<file path="src/rtl/fadd_pkg.sv">
// Shared FP32 adder constants: rounding-mode codes, field widths, special magnitudes.
// No logic; imported by the align, calc and normalise stages.
// No flow control.
package fadd_pkg;

    localparam logic [1:0] RM_RNE = 2'b00;
    localparam logic [1:0] RM_RDN = 2'b01;
    localparam logic [1:0] RM_RUP = 2'b10;
    localparam logic [1:0] RM_RTZ = 2'b11;

    localparam int EXP_W  = 8;
    localparam int FRAC_W = 23;

    localparam logic [31:0] QNAN    = 32'h7FC0_0000;
    localparam logic [30:0] INF_MAG = 31'h7F80_0000;
    localparam logic [30:0] MAX_MAG = 31'h7F7F_FFFF;

    // N1 register contents: normalised magnitude plus flags carried to rounding
    typedef struct packed {
        logic              nan;
        logic              inf;
        logic [FRAC_W-1:0] nan_frac;
        logic              sign;
        logic [1:0]        rm;
        logic signed [9:0] exp;
        logic [26:0]       frac;
    } n1_t;

endpackage

</file>
<file path="src/rtl/fadd_lzc28.sv">
// Leading-zero count of a 27-bit magnitude; 27 when the input is all zero.
// Latency: combinational.
// No flow control.
module fadd_lzc28 (
    input  logic [26:0] a,
    output logic [4:0]  lz
);

    always_comb begin
        lz = 5'd27;
        for (int i = 0; i < 27; i++) begin
            if (a[i]) lz = 5'(26 - i);
        end
    end

endmodule

</file>
<file path="src/rtl/fadd_norm_pipe.sv">
// FP32 adder final stage: normalise (N1), round and pack (N2) into an IEEE-754 single.
// Latency: 2 cycles, 1 word/cycle.
// Backpressure: valid/ready; a stalled output holds s/out_valid, in_ready drops once both stages are full.
module fadd_norm_pipe
    import fadd_pkg::*;
#(
    parameter bit NAN_PROPAGATE = 1'b1
) (
    input  logic        clk,
    input  logic        clrn,
    input  logic        in_valid,
    output logic        in_ready,
    input  logic [1:0]  rm,
    input  logic        s_is_nan,
    input  logic        s_is_inf,
    input  logic [22:0] inf_nan_frac,
    input  logic        sign,
    input  logic [7:0]  temp_exp,
    input  logic [27:0] cal_frac,
    output logic        out_valid,
    input  logic        out_ready,
    output logic [31:0] s
);

    logic        n1_valid, n2_valid;
    logic        n1_load, n2_load;
    n1_t         n1_d, n1_q;
    logic [31:0] s_d;
    logic [4:0]  lz;

    assign n2_load   = ~n2_valid | out_ready;
    assign n1_load   = ~n1_valid | n2_load;
    assign in_ready  = n1_load;
    assign out_valid = n2_valid;

    fadd_lzc28 u_lzc (
        .a  (cal_frac[26:0]),
        .lz (lz)
    );

    // N1: normalise
    always_comb begin
        n1_d          = '0;
        n1_d.nan      = s_is_nan;
        n1_d.inf      = s_is_inf;
        n1_d.nan_frac = inf_nan_frac;
        n1_d.sign     = sign;
        n1_d.rm       = rm;
        if (cal_frac[27]) begin
            n1_d.frac = {cal_frac[27:2], cal_frac[1] | cal_frac[0]};
            n1_d.exp  = $signed({2'b00, temp_exp}) + 10'sd1;
        end else if (cal_frac[26:0] == 27'd0) begin
            // No op code arrives here: a zero from a nonzero exponent can only be a cancellation
            n1_d.frac = '0;
            n1_d.exp  = '0;
            if (temp_exp != 8'd0) n1_d.sign = (rm == RM_RDN);
        end else if ({2'b00, temp_exp} > {5'b00000, lz}) begin
            n1_d.frac = cal_frac[26:0] << lz;
            n1_d.exp  = $signed({2'b00, temp_exp}) - $signed({5'b00000, lz});
        end else if (temp_exp != 8'd0) begin
            n1_d.frac = cal_frac[26:0] << (temp_exp - 8'd1);
            n1_d.exp  = '0;
        end else begin
            n1_d.frac = cal_frac[26:0];
            n1_d.exp  = '0;
        end
    end

    // N2: round, renormalise, pack
    logic              g, r, st, lsb, inc;
    logic [24:0]       mant;
    logic [22:0]       m23;
    logic signed [9:0] exp_r;

    always_comb begin
        lsb = n1_q.frac[3];
        g   = n1_q.frac[2];
        r   = n1_q.frac[1];
        st  = n1_q.frac[0];
        case (n1_q.rm)
            RM_RNE:  inc = g & (r | st | lsb);
            RM_RDN:  inc = n1_q.sign & (g | r | st);
            RM_RUP:  inc = ~n1_q.sign & (g | r | st);
            default: inc = 1'b0;
        endcase
        mant  = {1'b0, n1_q.frac[26:3]} + {24'd0, inc};
        exp_r = n1_q.exp;
        if (mant[24]) begin
            m23   = mant[23:1];
            exp_r = n1_q.exp + 10'sd1;
        end else begin
            m23 = mant[22:0];
            if (n1_q.exp == 10'sd0 && mant[23]) exp_r = 10'sd1;
        end

        if (n1_q.nan) begin
            s_d = NAN_PROPAGATE ? {n1_q.sign, 8'hFF, n1_q.nan_frac} : QNAN;
        end else if (n1_q.inf) begin
            s_d = {n1_q.sign, INF_MAG};
        end else if (exp_r >= 10'sd255) begin
            case (n1_q.rm)
                RM_RNE:  s_d = {n1_q.sign, INF_MAG};
                RM_RDN:  s_d = n1_q.sign ? {1'b1, INF_MAG} : {1'b0, MAX_MAG};
                RM_RUP:  s_d = n1_q.sign ? {1'b1, MAX_MAG} : {1'b0, INF_MAG};
                default: s_d = {n1_q.sign, MAX_MAG};
            endcase
        end else begin
            s_d = {n1_q.sign, exp_r[7:0], m23};
        end
    end

    always_ff @(posedge clk or negedge clrn) begin
        if (!clrn) begin
            n1_valid <= 1'b0;
            n2_valid <= 1'b0;
            n1_q     <= '0;
            s        <= '0;
        end else begin
            if (n1_load) begin
                n1_valid <= in_valid;
                if (in_valid) n1_q <= n1_d;
            end
            if (n2_load) begin
                n2_valid <= n1_valid;
                if (n1_valid) s <= s_d;
            end
        end
    end

endmodule

</file>
<file path="config.mk">
export PLATFORM = sky130hd
export DESIGN_NAME = fadd_norm_pipe
export DESIGN_NICKNAME = d
export VERILOG_FILES = /design/src/rtl/fadd_pkg.sv /design/src/rtl/fadd_lzc28.sv /design/src/rtl/fadd_norm_pipe.sv
export SDC_FILE = /design/constraint.sdc
export NUM_CORES = 1
export LEC_CHECK = 0
export CORE_UTILIZATION = 35
export DETAILED_ROUTE_END_ITERATION = 7
export GPL_ROUTABILITY_DRIVEN = 0
export PLACE_DENSITY = 0.61
export SETUP_SLACK_MARGIN = 0.3
export SYNTH_ARGS = -nofsm -noshare
export SYNTH_HDL_FRONTEND = slang
export SYNTH_SLANG_ARGS = --single-unit
</file>
<file path="constraint.sdc">
create_clock -name clk -period 6.1 [get_ports clk]
set_clock_uncertainty 0.05 [all_clocks]
set_input_delay 1.525 -clock clk [delete_from_list [all_inputs] [get_ports clk]]
set_output_delay 1.525 -clock clk [all_outputs]
set_load 0.005 [all_outputs]
</file>
==> results of run 1 <==
==> timing repair <==
item                       in CTS  in global routing
buffers inserted                0                  0
setup endpoints to repair       0                  1
gates resized for setup         0                  1
==> sequential cells by signal (all words and copies together) (netlist names) <==
name / cells
out_valid: 1
lsb: 1
n1_valid: 1
s: 32
g: 1
n1_q: 63
==> worst paths after layout <==
| check | startpoint | endpoint | slack (ns) |
|---|---|---|---|
| max | cal_frac[20] | n1_q[20] | 0.57 |
| min in group asynchronous | clrn | s[30] | 1.13 |
| min | n1_q[54] | n1_q[54] | 0.43 |
| min reg2reg | n1_q[54] | n1_q[54] | 0.43 |
| max reg2reg | n1_q[37] | s[14] | 1.01 |
| max in group asynchronous | clrn | n1_q[46] | 3.76 |
==> layout make-up <==
type	count	area (um^2)	area share (%)
Clock buffer	12	267	2.38
Clock inverter	4	47.5	0.424
Inverter	25	93.8	0.837
Multi-Input combinational cell	1017	6410	57.1
Sequential cell	99	2480	22.1
Tap cell	335	419	3.74
Timing Repair Buffer	166	1500	13.4
==> power by group <==
group | total, mW | leakage [nW] | switching [mW] | internal, mW
logic | 0.919 | 3.15 | 0.512 | 0.408
registers | 0.900 | 1.17 | 0.128 | 0.772
clock network | 0.604 | 0.155 | 0.254 | 0.350
==> routing by layer <==
metal  up-vias  part of all wire, %  track usage (%)
met2       601                   43             39.3
met4         0                  5.5             14.1
li1       4737                    -                -
met1      4878                   42             34.4
met3       153                  9.1             4.22
met5         -                    0                0
==> logic make-up (layout without fill, tap and decap cells) <==
logic type	after synthesis	after routing	synth area share, %
buffers and inverters	140	207	6.23
muxes	67	67	10.1
and+or+nand+nor	526	526	26.0
adders and majority gates	18	18	2.46
DFF	99	99	26.2
xor gates and xnor gates	36	36	3.33
AOI/OAI and AO/OA	370	370	25.6
==> cells in the final DEF, fill, tap and decap left out, drive strengths merged, types with 14 or more instances in the layout <==
master           n
buf             67
nand3           47
mux2i           38
nand2          207
nor3            39
o22ai           14
a221oi          23
clkdlybuf4s50   99
dfrtp           99
a21oi          124
o211ai          26
mux4            21
nor2           117
ha              17
o21ai           72
xor2            23
inv             23
and3            32
==> metrics by stage <==
stage,area [um^2],power (mW)
detailed placement,10900,1.81
global placement,10900,1.80
floorplan,9460,1.42
finish,11200,2.42
global route,11200,2.55
CTS,11200,2.41
==> critical path, stage by stage <==
cell and delay (ns):
clkdlybuf4s50_1 0.56, or4_1 0.71, a311oi_2 0.30, nor2_2 0.08, inv_1 0.12, ha_1 0.29
o21a_1 0.13, o21ai_0 0.30, a21oi_1 0.15, or4_1 0.47, buf_4 0.20, a2111oi_1 0.58
o21ai_0 0.16, o21a_1 0.14
==> summary.md, run 1 <==
| Metric | Value |
|---|---|
| Setup tns final | `0 ns` |
| RSZ-0062 raised after global routing | `false` |
| Std-Cell Rows | `59` |
| Placed Cells | `1,642` |
| Synth cell types | `79` |
| Cell accounting for the most synthesized area | `dfrtp_1` |
| Initial DRC count | `about 1,400` |
| Die ar. | `roughly 28,000 um^2` |
| CTS clk-pin slew, worst paths | `0.07 ns` |
| Fin worst setup slack | `0.572 ns` |
| WP data required | `6.30 ns` |
| Max-slew violations | `0` |
| CTS tree | `built` |
| Setup Viol. Count Final | `0` |
| Crit start category | `primary input` |
| R2R cell count | `17` |
| Post-synthesis average cell area | `7.53 um^2` |
| Maxcap violations | `0` |
| Via count | `10,400` |
| Synth Register Bits | `slightly below 100` |
| Share of layout cells above drive strength 1 | `between 10% and 20%` |
| Number of global-route vias before repair | `around 9,900` |
| Worst slew margin | `24.1%` |
| H-Tree Depth | `3` |
| Fillcell total | `2,666` |
| CTS Buffer Depth | `2` |
| Hold path depth | `2` |
| CTS root buf | `clkbuf_16` |
| Area contributors post-synth | `dfrtp_1, nand2_1, a21oi_1` |
| Setup Slack @ Placement | `0.195 ns` |
| Most common library cells after synthesis | `nand2_1, a21oi_1, nor2_1` |
| Critical-path maximum fanout | `9` |
| Fraction of registers with async set/reset | `100%` |
| First-pass GRT wire length | `56,300 um` |
| Post-synth EDFFs | `0` |
| Overall global routing resource usage | `between 20% and 30%` |
| Fin nets | `1,404` |
| Worst min path class | `register to register` |
| IO Count | `about 100` |
| Vias per cell | `6.25` |
| Syn Inst Count | `1,256` |
| Syn_nets | `1,342` |
| Failing checks | `DRC` |
| Core area | `26,300 um^2` |
| Die H | `166 um` |
| Antenna diode count | `0` |
| Post-Syn Area | `9460 um^2` |
| Static Leak | `4.48 nW` |
| Non-filler instance count after layout | `1,658` |
| # port buffers | `101` |
| Syn. warnings | `0` |
| Later-pin clock latency in the skew report | `0.36 ns` |
| Crit Path Category | `primary input to register` |
| Routed wire length | `~36,000 um` |
| Initial Util | `36.0%` |
| Crit. End Element | `register` |
| Critical path arrival | `5.72 ns` |
| Worst hold slack | `0.431 ns` |
| Register area share after synthesis | `between 20% and 30%` |
| Tmin final | `5.53 ns` |
| Post-synth top area share | `a little over a quarter` |
| Initial antenna violation count | `0` |
| Wirelength per Cell | `approximately 22 um` |
| Slew @ Worst Pin | `1.13 ns` |
| P&R area growth vs syn | `18.6%` |
| Status | `finished with violations` |
| Largest net degree at the start of global routing | `56` |
| CTS sink count | `99` |
| Top-count cell post-synth | `nand2_1` |
| Dpl hpwl | `about 26,000 um` |
| Final period utilization | `90.6%` |
| Power density cells | `216 nW/um^2` |
| ANT nets after route | `0` |
| CTS Buf Count | `9` |
| DRC viols | `10` |
| Die width | `166 um` |
| Initial DRT Pass Iterations | `8` |
| Ys flop type | `dfrtp_1` |
| VDD IR-drop max | `0.114 mV` |
| Fin. Hold Viols | `0` |
| Grt ovf | `0` |
| Final Util | `a little over two fifths` |
| Hold buffer count at cts | `0` |
| Max Freq | `181 MHz` |
(Power assumes the default switching activity.)
==> run 2, diff against run 1 <==
- ABC_AREA: not set -> 1
==> summary.md, run 2 <==
| Metric | Value |
|---|---|
| Synth cell types | `50` |
| Slew @ Worst Pin | `0.985 ns` |
| Die H | `164 um` |
| RSZ-0062 raised after global routing | `false` |
| Vias per cell | `5.53` |
| Routed wire length | `between 30,000 and 40,000 um` |
| Largest net degree at the start of global routing | `68` |
| Later-pin clock latency in the skew report | `~0.35 ns` |
| Die width | `164 um` |
| Overall global routing resource usage | `25.1%` |
| Top reg by flops | `n1_q` |
| P&R area growth vs syn | `16.9%` |
| Number of global-route vias before repair | `9,469` |
| Area of the multi-input gates | `5850 um^2` |
| First-pass GRT wire length | `52,700 um` |
| Setup Viol. Count Final | `0` |
| Reg power frac | `between 30% and 40%` |
| RR Startpoint | `n1_q[37]` |
| CTS root buf | `clkbuf_16` |
| Critical path's largest stage delay | `around 0.58 ns` |
| Grt ovf | `0` |
| Initial antenna violation count | `0` |
| ANT nets after route | `0` |
| Static Leak | `4.93 nW` |
| Tmin final | `5.37 ns` |
| IO Count | `102` |
| Max Freq | `186 MHz` |
| Top-count cell post-synth | `nand2_1` |
| Maxcap violations | `0` |
| CTS Buf Count | `9` |
| Setup tns final | `0 ns` |
| Crit Path Category | `primary input to register` |
| Sequential cell area | `approximately 2500 um^2` |
| Post-synth EDFFs | `0` |
| Max FFs per register | `63` |
| CTS tree | `built` |
| Syn_nets | `1,591` |
| Clock network fraction of total power | `approximately 22%` |
| Via count | `10,500` |
| Final period utilization | `88.0%` |
| Initial DRC count | `1,191` |
| Cell mode on critical path | `nand2_1` |
| Worst hold slack | `0.429 ns` |
| Worst slew margin | `between 30% and 40%` |
| Syn. warnings | `0` |
| Sw frac | `between 30 and 40%` |
| Post-synthesis average cell area | `6.09 um^2` |
| Antenna diode count | `0` |
| Final Util | `42.1%` |
| Std-Cell Rows | `58` |
| Most frequent cells in the layout | `nand2_1, nor2_1, a21oi_1, nand3_1, o21ai_0` |
| Wirelength per Cell | `17.5 um` |
| Largest regs | `n1_q (63), s (32)` |
| Hold buffer count at cts | `0` |
| Max-slew violations | `0` |
| NetSw | `0.983 mW` |
| Status | `complete, no violations` |
| Initial Util | `36.0%` |
| Total power draw | `2.48 mW` |
| Slowest cell on crit path | `clkdlybuf4s50_1` |
| Hold Crit Start | `n1_q[61]` |
| CTS clk-pin slew, worst paths | `0.07 ns` |
| Power density cells | `231 nW/um^2` |
| Fillcell total | `2,739` |
| Ys flop type | `dfrtp_1` |
| Leading cell type in the layout, fill and taps excluded | `nand2_1` |
| Comb power frac | `about 41%` |
| Register area share after synthesis | `27.0%` |
| Worst min path class | `register to register` |
| Share of layout cells above drive strength 1 | `5.37%` |
| Design area | `10,700 um^2` |
| Initial DRT Pass Iterations | `7` |
| VDD IR-drop max | `0.194 mV` |
| Crit start category | `primary input` |
| Fin. Hold Viols | `0` |
| CTS Buffer Depth | `2` |
| Core area | `between 20,000 and 30,000 um^2` |
| CP startpoint | `cal_frac[2]` |
| CTS sink count | `99` |
| Die ar. | `26,800 um^2` |
| PostCTS Resize Cnt | `0` |
| Crit. End Element | `register` |
| Post-synth top area share | `around 27%` |
| H-Tree Depth | `3` |
| DRC viols | `0` |
| Placed Instance Area | `10,400 um^2` |
| Fin nets | `1,645` |
| Pint | `1.50 mW` |
| Setup repair bufs after CTS | `0` |
| WP data required | `6.32 ns` |
| Critical path arrival | `5.58 ns` |
| # port buffers | `between 100 and 150` |
| Most common library cells after synthesis | `nand2_1, nor2_1, a21oi_1, nand3_1, o21ai_0` |
| Post-Syn Area | `9170 um^2` |
| Fraction of registers with async set/reset | `100%` |
| Synth Register Bits | `99` |
| Critical-path maximum fanout | `41` |
| Dpl hpwl | `25,100 um` |
| Area contributors post-synth | `dfrtp_1, nand2_1, a21oi_1` |
| Cell accounting for the most synthesized area | `dfrtp_1` |
| Syn Inst Count | `1,505` |
run 2: changes by cell type after synthesis, moves of 25 or more:
cell / previous run / this run
a21oi_1: 121 / 146
and3_1: 32 / 0
inv_1: 21 / 130
mux2i_1: 36 / 4
nand2_1: 207 / 425
nand3_1: 46 / 146
nor2_1: 113 / 153
nor3_1: 38 / 13
o21ai_0: 68 / 131
run 2: path summary, 6_finish.rpt:
| kind | end | slack, ns | cells past startpoint |
|---|---|---|---|
| min reg2reg | n1_q[61] | 0.43 | 2 |
| min | n1_q[61] | 0.43 | 2 |
| max in group asynchronous | s[14] | 3.79 | 2 |
| max | n1_q[22] | 0.73 | 39 |
| max reg2reg | s[2] | 1.18 | 30 |
| min in group asynchronous | s[30] | 1.14 | 1 |
run 2: cell type report:
class,instances,share of cell area [%]
clock buffers,9,2.10
clock inverters,7,0.537
inverters,140,4.90
multi-input cells,1186,54.5
flip-flops and latches,99,23.1
well taps,330,3.85
repair buffers,123,10.9
run 2: logic make-up after synthesis:
logic type / synth area share (%)
adder cells (fa/ha/maj): 2.54
multiplexers: 0.437
buffers and inverters: 9.39
XOR/XNOR: 2.96
AND/OR/NAND/NOR: 36.4
flip-flops: 27.0
AO/OA/AOI/OAI: 21.3
run 2: worst max-delay path, delay by kind of cell:
kind            cells  cell delay [ns]
compound gates      5             0.67
fa+ha+maj           1             0.27
simple gates       30             1.99
buf+inv             3             1.12
run 2: metrics by stage:
stage	worst slack, ns	std cells
2_1_floorplan	1.12	1505
3_3_place_gp	0.508	1878
3_5_place_dp	0.574	1878
4_1_cts	0.914	1894
5_1_grt	0.342	1894
6_report	0.734	1894
run 2: metal layers:
metal	wire [um]	track usage (%)
met5	0	0
met4	1500	11.8
met3	3020	3.41
met2	14000	37.5
met1	14600	35.4
run 2: power groups by stage:
stage / logic [mW] / registers (mW) / clock network (mW)
3_3_place_gp: 0.984 / 0.936 / 0
2_1_floorplan: 0.593 / 0.905 / 0
5_1_grt: 1.12 / 0.951 / 0.580
6_report: 1.00 / 0.929 / 0.545
4_1_cts: 0.995 / 0.929 / 0.555
3_5_place_dp: 0.987 / 0.943 / 0
